===== src/rtl/mem_port_arbiter.sv =====
// Arbitrates one shared memory port between instruction fetch and the memory stage.
// Data wins by default; fetch is forced in after two consecutive data grants under contention.
module mem_port_arbiter #(
  parameter int ADDR_W  = 32,
  parameter int DATA_W  = 32,
  parameter int TIMEOUT = 15
) (
  input  logic              clk,
  input  logic              rst_n,
  input  logic              if_req,
  input  logic [ADDR_W-1:0] if_addr,
  output logic [DATA_W-1:0] if_rdata,
  output logic              if_done,
  input  logic              d_valid,
  input  logic [5:0]        d_op,
  input  logic [ADDR_W-1:0] d_addr,
  input  logic [DATA_W-1:0] d_wdata,
  output logic [DATA_W-1:0] d_rdata,
  output logic              d_done,
  output logic              stall_if,
  output logic              stall_mem,
  output logic              mem_req,
  output logic              mem_we,
  output logic [1:0]        mem_size,
  output logic [ADDR_W-1:0] mem_addr,
  output logic [DATA_W-1:0] mem_wdata,
  input  logic [DATA_W-1:0] mem_rdata,
  input  logic              mem_ack,
  output logic              err
);

  typedef enum logic [1:0] {
    ST_IDLE  = 2'd0,
    ST_DATA  = 2'd1,
    ST_FETCH = 2'd2
  } state_e;

  localparam logic [7:0] WAIT_LAST = 8'(TIMEOUT - 1);

  state_e            state_q, state_d;
  logic [1:0]        starve_q, starve_d;
  logic [7:0]        wait_q, wait_d;
  logic              mem_req_q, mem_req_d;
  logic              mem_we_q, mem_we_d;
  logic [1:0]        mem_size_q, mem_size_d;
  logic [ADDR_W-1:0] mem_addr_q, mem_addr_d;
  logic [DATA_W-1:0] mem_wdata_q, mem_wdata_d;
  logic [DATA_W-1:0] d_rdata_q, d_rdata_d;
  logic [DATA_W-1:0] if_rdata_q, if_rdata_d;
  logic              d_done_q, d_done_d;
  logic              if_done_q, if_done_d;
  logic              err_q, err_d;

  logic              d_req_s;
  logic              d_store_s;
  logic [1:0]        d_size_s;

  // opcode decode: which ops touch memory, direction and access size
  always_comb begin
    d_req_s   = 1'b0;
    d_store_s = 1'b0;
    d_size_s  = 2'd2;
    case (d_op)
      6'd32: begin d_req_s = d_valid; d_size_s = 2'd0; end
      6'd33: begin d_req_s = d_valid; d_size_s = 2'd1; end
      6'd34, 6'd35: begin d_req_s = d_valid; d_size_s = 2'd2; end
      6'd40: begin d_req_s = d_valid; d_store_s = 1'b1; d_size_s = 2'd0; end
      6'd41: begin d_req_s = d_valid; d_store_s = 1'b1; d_size_s = 2'd1; end
      6'd42: begin d_req_s = d_valid; d_store_s = 1'b1; d_size_s = 2'd2; end
      default: begin d_req_s = 1'b0; end
    endcase
  end

  // arbitration FSM next state, port registers and completion pulses
  always_comb begin
    state_d     = state_q;
    starve_d    = starve_q;
    wait_d      = wait_q;
    mem_req_d   = mem_req_q;
    mem_we_d    = mem_we_q;
    mem_size_d  = mem_size_q;
    mem_addr_d  = mem_addr_q;
    mem_wdata_d = mem_wdata_q;
    d_rdata_d   = d_rdata_q;
    if_rdata_d  = if_rdata_q;
    d_done_d    = 1'b0;
    if_done_d   = 1'b0;
    err_d       = 1'b0;
    case (state_q)
      ST_IDLE: begin
        wait_d = 8'd0;
        // starve_q == 2 means the last two grants were data
        if (d_req_s && !(if_req && (starve_q == 2'd2))) begin
          state_d     = ST_DATA;
          mem_req_d   = 1'b1;
          mem_we_d    = d_store_s;
          mem_size_d  = d_size_s;
          mem_addr_d  = d_addr;
          mem_wdata_d = d_wdata;
          starve_d    = (starve_q == 2'd2) ? 2'd2 : starve_q + 2'd1;
        end else if (if_req) begin
          state_d     = ST_FETCH;
          mem_req_d   = 1'b1;
          mem_we_d    = 1'b0;
          mem_size_d  = 2'd2;
          mem_addr_d  = if_addr;
          mem_wdata_d = '0;
          starve_d    = 2'd0;
        end else begin
          state_d = ST_IDLE;
        end
      end
      ST_DATA, ST_FETCH: begin
        if (mem_ack) begin
          state_d   = ST_IDLE;
          mem_req_d = 1'b0;
          if (state_q == ST_DATA) begin
            d_done_d = 1'b1;
            if (!mem_we_q) begin
              d_rdata_d = mem_rdata;
            end else begin
              d_rdata_d = d_rdata_q;
            end
          end else begin
            if_done_d  = 1'b1;
            if_rdata_d = mem_rdata;
          end
        end else if (wait_q == WAIT_LAST) begin
          state_d   = ST_IDLE;
          mem_req_d = 1'b0;
          err_d     = 1'b1;
        end else begin
          wait_d = wait_q + 8'd1;
        end
      end
      default: begin
        state_d   = ST_IDLE;
        mem_req_d = 1'b0;
      end
    endcase
  end

  // state and output registers, cleared asynchronously
  always_ff @(posedge clk or negedge rst_n) begin
    if (!rst_n) begin
      state_q     <= ST_IDLE;
      starve_q    <= 2'd0;
      wait_q      <= 8'd0;
      mem_req_q   <= 1'b0;
      mem_we_q    <= 1'b0;
      mem_size_q  <= 2'd0;
      mem_addr_q  <= '0;
      mem_wdata_q <= '0;
      d_rdata_q   <= '0;
      if_rdata_q  <= '0;
      d_done_q    <= 1'b0;
      if_done_q   <= 1'b0;
      err_q       <= 1'b0;
    end else begin
      state_q     <= state_d;
      starve_q    <= starve_d;
      wait_q      <= wait_d;
      mem_req_q   <= mem_req_d;
      mem_we_q    <= mem_we_d;
      mem_size_q  <= mem_size_d;
      mem_addr_q  <= mem_addr_d;
      mem_wdata_q <= mem_wdata_d;
      d_rdata_q   <= d_rdata_d;
      if_rdata_q  <= if_rdata_d;
      d_done_q    <= d_done_d;
      if_done_q   <= if_done_d;
      err_q       <= err_d;
    end
  end

  assign mem_req   = mem_req_q;
  assign mem_we    = mem_we_q;
  assign mem_size  = mem_size_q;
  assign mem_addr  = mem_addr_q;
  assign mem_wdata = mem_wdata_q;
  assign d_rdata   = d_rdata_q;
  assign if_rdata  = if_rdata_q;
  assign d_done    = d_done_q;
  assign if_done   = if_done_q;
  assign err       = err_q;

  // pipeline holds are combinational so a stage releases in its done cycle
  assign stall_mem = d_req_s & ~d_done_q;
  assign stall_if  = (if_req & ~if_done_q) | stall_mem;

endmodule


===== config.mk =====
export PLATFORM = sky130hd
export DESIGN_NAME = mem_port_arbiter
export DESIGN_NICKNAME = d
export VERILOG_FILES = /design/src/rtl/mem_port_arbiter.sv
export SDC_FILE = /design/constraint.sdc
export NUM_CORES = 1
export LEC_CHECK = 0
export BUFFER_PORTS_ARGS = -buffer_cell sky130_fd_sc_hd__buf_4
export CORE_MARGIN = 2
export CORE_UTILIZATION = 25
export DETAILED_ROUTE_END_ITERATION = 16
export GPL_TIMING_DRIVEN = 0
export HOLD_SLACK_MARGIN = 0.15
export PLACE_DENSITY_LB_ADDON = 0.1
export SYNTH_ARGS = -nofsm -noshare
export SYNTH_HDL_FRONTEND = slang
export SYNTH_SLANG_ARGS = --single-unit

===== constraint.sdc =====
create_clock -name clk -period 2 [get_ports clk]
set_input_delay 0.3 -clock clk [delete_from_list [all_inputs] [get_ports clk]]
set_output_delay 0.3 -clock clk [all_outputs]
set_load 0.01 [all_outputs]

# --- Yosys cells after proc, flatten, opt, wreduce, memory -nomap -nowiden ---
# Cells that the tools add are included.
op_classes:
  bitwise_logic: 7
  n_eq_ne: 15
  mux: 36
  reduce_logical: 16
  n_addsub: 2
ops:
  columns: ["operator", "n"]
  rows:
  - ["$mux 32", 4]
  - ["$eq 6x6->1 const B", 7]
  - ["$mux 2", 9]
  - ["$mux 1", 17]
  - ["$mux 8", 2]
  - ["$pmux 8 s2", 1]
  - ["$add 8x1->8 const B", 1]
  - ["$eq 8x4->1 const B", 1]
  - ["$pmux 2 s2", 2]
  - ["$reduce_or 7->1", 1]
  - ["$ne 3x3->1 const B", 2]
  - ["$reduce_and 3->1", 2]
  - ["$reduce_or 2->1", 3]
  - ["$eq 2x2->1 const B", 2]
  - ["$ne 2x2->1 const B", 2]
  - ["$not 1->1", 4]
  - ["$reduce_and 2->1", 2]
  - ["$reduce_and 4->1", 1]
  - ["$reduce_bool 2->1", 2]
  - ["$reduce_or 3->1", 1]
  - ["$add 2x1->2 const B", 1]
  - ["$and 1x1->1", 2]
  - ["$eq 2x1->1 const B", 1]
  - ["$logic_and 1x1->1", 2]
  - ["4 further kinds", 4]
totals:
  word_cells: 89
  reg_bits: 147
  in_bits: 139

# --- Longest topological paths before layout ---
depth:
  word_depth: 6
  mapped_depth: 8
  depth_no_buf: 6

# --- Least setup slack after synthesis ---
# No wires, ideal clock.
synth_path:
  path_kind: "register to register"
  from: "reg starve_q[0]"
  to: "reg mem_wdata_q[10], in the netlist mem_wdata[10]"
  arrival_ns: 1.561
  t_required_ns: 1.879
  synth_period_minus_slack_ns: 1.682
  setup_slack_ns: 0.318
  path_stages_with_launch: 9
  cell_sequence: "dfrtp_1 -> inv_1 -> ha_1 -> clkbuf_1 -> nand2_1 -> and2_1 -> buf_2 -> buf_4 -> a22o_1"
synth_via:
  elab_chain_cells: 6
  elab_cells_between_ends: 7
  cone_classes: "eq/ne (1); mux (1); reduce/logical (5)"
synth_lines:
  columns: ["element", "line", "rtl"]
  rows:
  - ["from (decl)", "41", "logic [1:0] starve_q, starve_d;"]
  - ["from (signal assigned)", "161", "starve_q <= starve_d;"]
  - ["$eq 2x2->1 (*)", "93", "if (d_req_s && !(if_req && (starve_q == 2'd2))) begin"]
  - ["$logic_and 1x1->1 (*)", "93", null]
  - ["$logic_not 1->1 (*)", "93", null]
  - ["$logic_and 1x1->1 (*)", "93", null]
  - ["$reduce_bool 2->1 (no line)", null, null]
  - ["$reduce_and 2->1 (no line)", null, null]
  - ["to (signal assigned)", "167", "mem_wdata_q <= mem_wdata_d;"]
  - ["to (decl)", "47", "logic [DATA_W-1:0] mem_wdata_q, mem_wdata_d;"]
# Every way passes the cells marked *; elsewhere a longest branch is shown, timed or not.
# A chain may end at the register's enable or synchronous reset.

# --- Worst setup path in the final report ---
layout_path:
  from: "in mem_ack"
  to: "reg d_rdata_q[15], in the netlist d_rdata[15]"
layout_via:
  elab_chain_cells: 1
layout_lines:
  columns: ["element", "line", "rtl"]
  rows:
  - ["from (decl)", "28", "input logic mem_ack,"]
  - ["$reduce_and 4->1 (no line)", null, null]
  - ["to (signal assigned)", "168", "d_rdata_q <= d_rdata_d;"]
  - ["to (decl)", "48", "logic [DATA_W-1:0] d_rdata_q, d_rdata_d;"]
# No other way between the ends.

==> impl_results.rst <==
.. list-table::
   :header-rows: 1

   * - Metric
     - Value
   * - CTS Buffer Depth
     - 2
   * - Number of placement rows
     - 57
   * - Nets@finish
     - 1090
   * - Wire length reported by the detailed router
     - 20790 um
   * - CORE AREA
     - 24390 um2
   * - Slew Limit Fails
     - 0
   * - Layout fillers
     - 2366
   * - Post-route cell area
     - 10350 um2
   * - Pre-Repair DR Iteration Count
     - 4
   * - CTS H-Tree Depth
     - 4
   * - Layout Utilization
     - 42.43%
   * - Cell type contributing the most total cell area after synthesis
     - sky130_fd_sc_hd__dfrtp_1
   * - Total clock sinks
     - 147
   * - Unrepaired setup endpoints after global routing
     - no
   * - Area after DPL
     - 8717 um2
   * - Number of violations reported at the end of detailed-routing iteration 0
     - 236
   * - Final RePlAce weighted congestion
     - 0.8091
   * - Register bit count reported by yosys
     - 147
   * - Peak fanout along the critical path
     - 10
   * - Period utilization
     - 92.23%
   * - Pin count of the biggest net entering global routing
     - 76
   * - Largest cells by area after synthesis
     - sky130_fd_sc_hd__dfrtp_1 (59%), sky130_fd_sc_hd__nand2_1 (8.3%), sky130_fd_sc_hd__mux2_1 (5.4%), sky130_fd_sc_hd__o221a_1 (5.4%), sky130_fd_sc_hd__nand3_1 (5.1%)
   * - Power density over the cells
     - 1091 nW/um2
   * - Diode count
     - 0
   * - Distinct cell type count after synthesis
     - 42
   * - Non-filler cells in the finished layout
     - 1281
   * - Clock root buffer
     - sky130_fd_sc_hd__clkbuf_16
   * - Detailed-placement wirelength estimate
     - 14980 um
   * - Critical path startpoint category
     - primary input
   * - Initial antenna violation count
     - 0
   * - Vias per cell
     - 4.487
   * - Post-synth top area share
     - 59.11%
   * - Leak Pwr
     - 5.097 nW
   * - Yosys warns
     - 0
   * - FF/Latch Area
     - 3679 um2
   * - First-pass GRT wire length
     - 32480 um
   * - Via count
     - 5748
   * - TritonCTS Buffers
     - 17
   * - Area growth from synthesis to layout
     - 66.29%
   * - Time the final worst path needs with I/O delays and setup
     - 1845 ps
   * - Result of the run
     - finished clean
   * - Clk pin slew, worst setup/hold paths
     - 60 ps
   * - Placed cell count
     - 1151
   * - HP Class
     - primary input to flip-flop
   * - Fraction of final layout cells sized beyond drive strength 1
     - 35.84%
   * - Final setup skew
     - 9.970 ps
   * - Initial core utilization
     - 25.52%
   * - Clock latency of the later-clocked register in the worst-skew pair
     - 420 ps
   * - Required time at the endpoint of the critical path
     - 2290 ps
   * - Post-Synthesis Cells
     - 552
   * - TritonCTS clock tree
     - built
   * - Syn nets
     - 698
   * - Ports
     - 276
   * - Vertical die dimension
     - 161.8 um
   * - Worst Slack Setup Final
     - 155.5 ps
   * - Multi-input gate area
     - 2305 um2
   * - Worst EP arrival
     - 2130 ps
   * - Total Power
     - 0.01129 W
   * - Die Outline Area
     - 26170 um2
   * - Grt total ovfl
     - 0
   * - Number of nets still failing antenna checks after routing
     - 0
   * - Residual DRC count
     - 0
   * - Post-Syn Area per Cell
     - 11.27 um2
   * - Reported max-cap violation count
     - 0
   * - Hold violation total from the final report
     - 0
   * - Relative slew slack
     - 53.15%
   * - Routed wire length per instance
     - 16.23 um
   * - Maximum vdd ir drop
     - 0.0003950 V
   * - Kind of critical path
     - primary input to flip-flop
   * - Global Route Usage Sum
     - 15.67%
   * - Placement-stage worst setup slack
     - -208.8 ps
   * - Endpoint kind of the worst setup timing path
     - flip-flop
   * - Setup violators final
     - 0
   * - Top achievable clock speed
     - 542.1 MHz
   * - Chip width
     - 161.8 um
   * - Part of the Yosys area used for sequential elements
     - 59.11%
   * - Worst-Margin Slew
     - 702.8 ps
   * - Number of global-route vias before repair
     - 5950
   * - Synth Cell Area
     - 6223 um2
   * - Port bufs
     - 274
-- power breakdown --
group          leakage (nW)  switching, W  internal, W  total (W)
Clock                 0.304       0.00137      0.00202    0.00339
Combinational          2.93       0.00165      0.00190    0.00355
Sequential             1.86      0.000526      0.00382    0.00435
Total                  5.10       0.00355      0.00774     0.0113
-- area by class of cell --
type	count	area share [%]
multi-input cells	355	22.27
clock buffers	18	4.147
clock inverters	14	1.898
plain buffers	38	2.116
inverters	11	0.3990
well taps	324	3.917
flip-flops and latches	147	35.55
repair buffers	374	29.71
-- metrics by stage --
step           setup TNS (ps)  hold slack (ps)
2_1_floorplan               0            4.409
3_3_place_gp           -19350            462.3
3_5_place_dp            -6348            384.5
4_1_cts                     0            153.0
5_1_grt                     0            173.6
6_report                    0            184.0
-- layer usage --
metal	part of all wire, %	track usage (%)	vias up	wire [um]
met4	1.5	5.068	0	319
met1	45	19.87	2780	9283
met2	47	25.76	213	9732
li1	-	-	2734	-
met5	0	0	-	0
met3	7.0	4.545	21	1455
-- final timing paths --
kind / start / endpoint / slack, ps / depth (start not counted)
worst max-delay path: mem_ack / d_rdata[15] / 160 / 5
worst min-delay path: if_addr[9] / mem_addr[9] / 180 / 2
worst max register to register: state_q[0] / d_rdata[15] / 160 / 4
worst min register to register: if_rdata[24] / if_rdata[24] / 470 / 2
max in group asynchronous: rst_n / wait_q[3] / 660 / 3
min in group asynchronous: rst_n / mem_wdata[9] / 490 / 2
-- synth_stat cells, drive strengths merged --
master   count
a32o         2
a21oi        2
and4bb       1
and3         4
clkbuf      17
or3          1
mux2i        4
a2bb2oi      1
nand2      138
ha           7
o21ai        6
o221a       32
nand4        4
nand4b       1
nor4b        1
nor3         1
o21a         1
o22ai        1
nor2         5
inv         11
nand3b       2
or2          1
a22o        34
buf         22
mux2        32
nand3       64
nand2b       1
a21o         2
o211ai       1
and2         2
nor2b        1
dfrtp      147
nand4bb      1
xor2         2
-- state kept, by name, summed over array words and instances, names as in the netlist, 2 cells and up --
| signal | cells |
|---|---|
| starve_q | 2 |
| mem_addr | 32 |
| if_rdata | 32 |
| wait_q | 8 |
| d_rdata | 32 |
| state_q | 2 |
| mem_size | 2 |
| mem_wdata | 32 |
-- worst max-delay path: stages --
cell	delay [ps]
sky130_fd_sc_hd__dlygate4sd3_1	560
sky130_fd_sc_hd__buf_4	170
sky130_fd_sc_hd__nand3b_1	220
sky130_fd_sc_hd__buf_1	500
sky130_fd_sc_hd__mux2_1	380
-- cell families after synthesis --
family                   count (synthesis)  synth area share (%)
XOR/XNOR                                 2                0.2815
multiplexers                            36                 6.433
flip-flops                             147                 59.11
AND/OR/NAND/NOR                        228                 16.24
AO/OA/AOI/OAI                           82                 12.44
buffers and inverters                   50                 4.081
adder cells (fa/ha/maj)                  7                 1.407
-- cell usage in the layout (no fill, tap or decap), types with 3 or more instances in the layout --
cell type                       Yosys  final
sky130_fd_sc_hd__clkbuf_2           0      5
sky130_fd_sc_hd__nand3_1           64     64
sky130_fd_sc_hd__clkbuf_16          0     17
sky130_fd_sc_hd__clkbuf_1          17     12
sky130_fd_sc_hd__ha_1               7      6
sky130_fd_sc_hd__buf_1              6      5
sky130_fd_sc_hd__nand2_1          138    137
sky130_fd_sc_hd__inv_1              8      8
sky130_fd_sc_hd__o21ai_1            4      4
sky130_fd_sc_hd__nand4_1            4      4
sky130_fd_sc_hd__nor2_1             5      5
sky130_fd_sc_hd__buf_4              6    282
sky130_fd_sc_hd__bufinv_16          0      3
sky130_fd_sc_hd__mux2_1            30     30
sky130_fd_sc_hd__a22o_1            34     34
sky130_fd_sc_hd__mux2i_1            4      4
sky130_fd_sc_hd__inv_6              0      4
sky130_fd_sc_hd__o221a_1           30     30
sky130_fd_sc_hd__dlygate4sd3_1      0     97
sky130_fd_sc_hd__inv_8              0      3
sky130_fd_sc_hd__inv_2              3      3
sky130_fd_sc_hd__and3_1             4      4
sky130_fd_sc_hd__dfrtp_1          147    147
sky130_fd_sc_hd__buf_2              5      5
sky130_fd_sc_hd__buf_6              5      6
-- repair_timing --
item	4_1_cts	5_1_grt
hold buffers	97	0
setup endpoints to repair	53	90
gates resized for setup	4	12
pin swaps	0	1
setup buffers	0	2
hold endpoints to repair	201	0
Power figures use the tool's default switching activity.
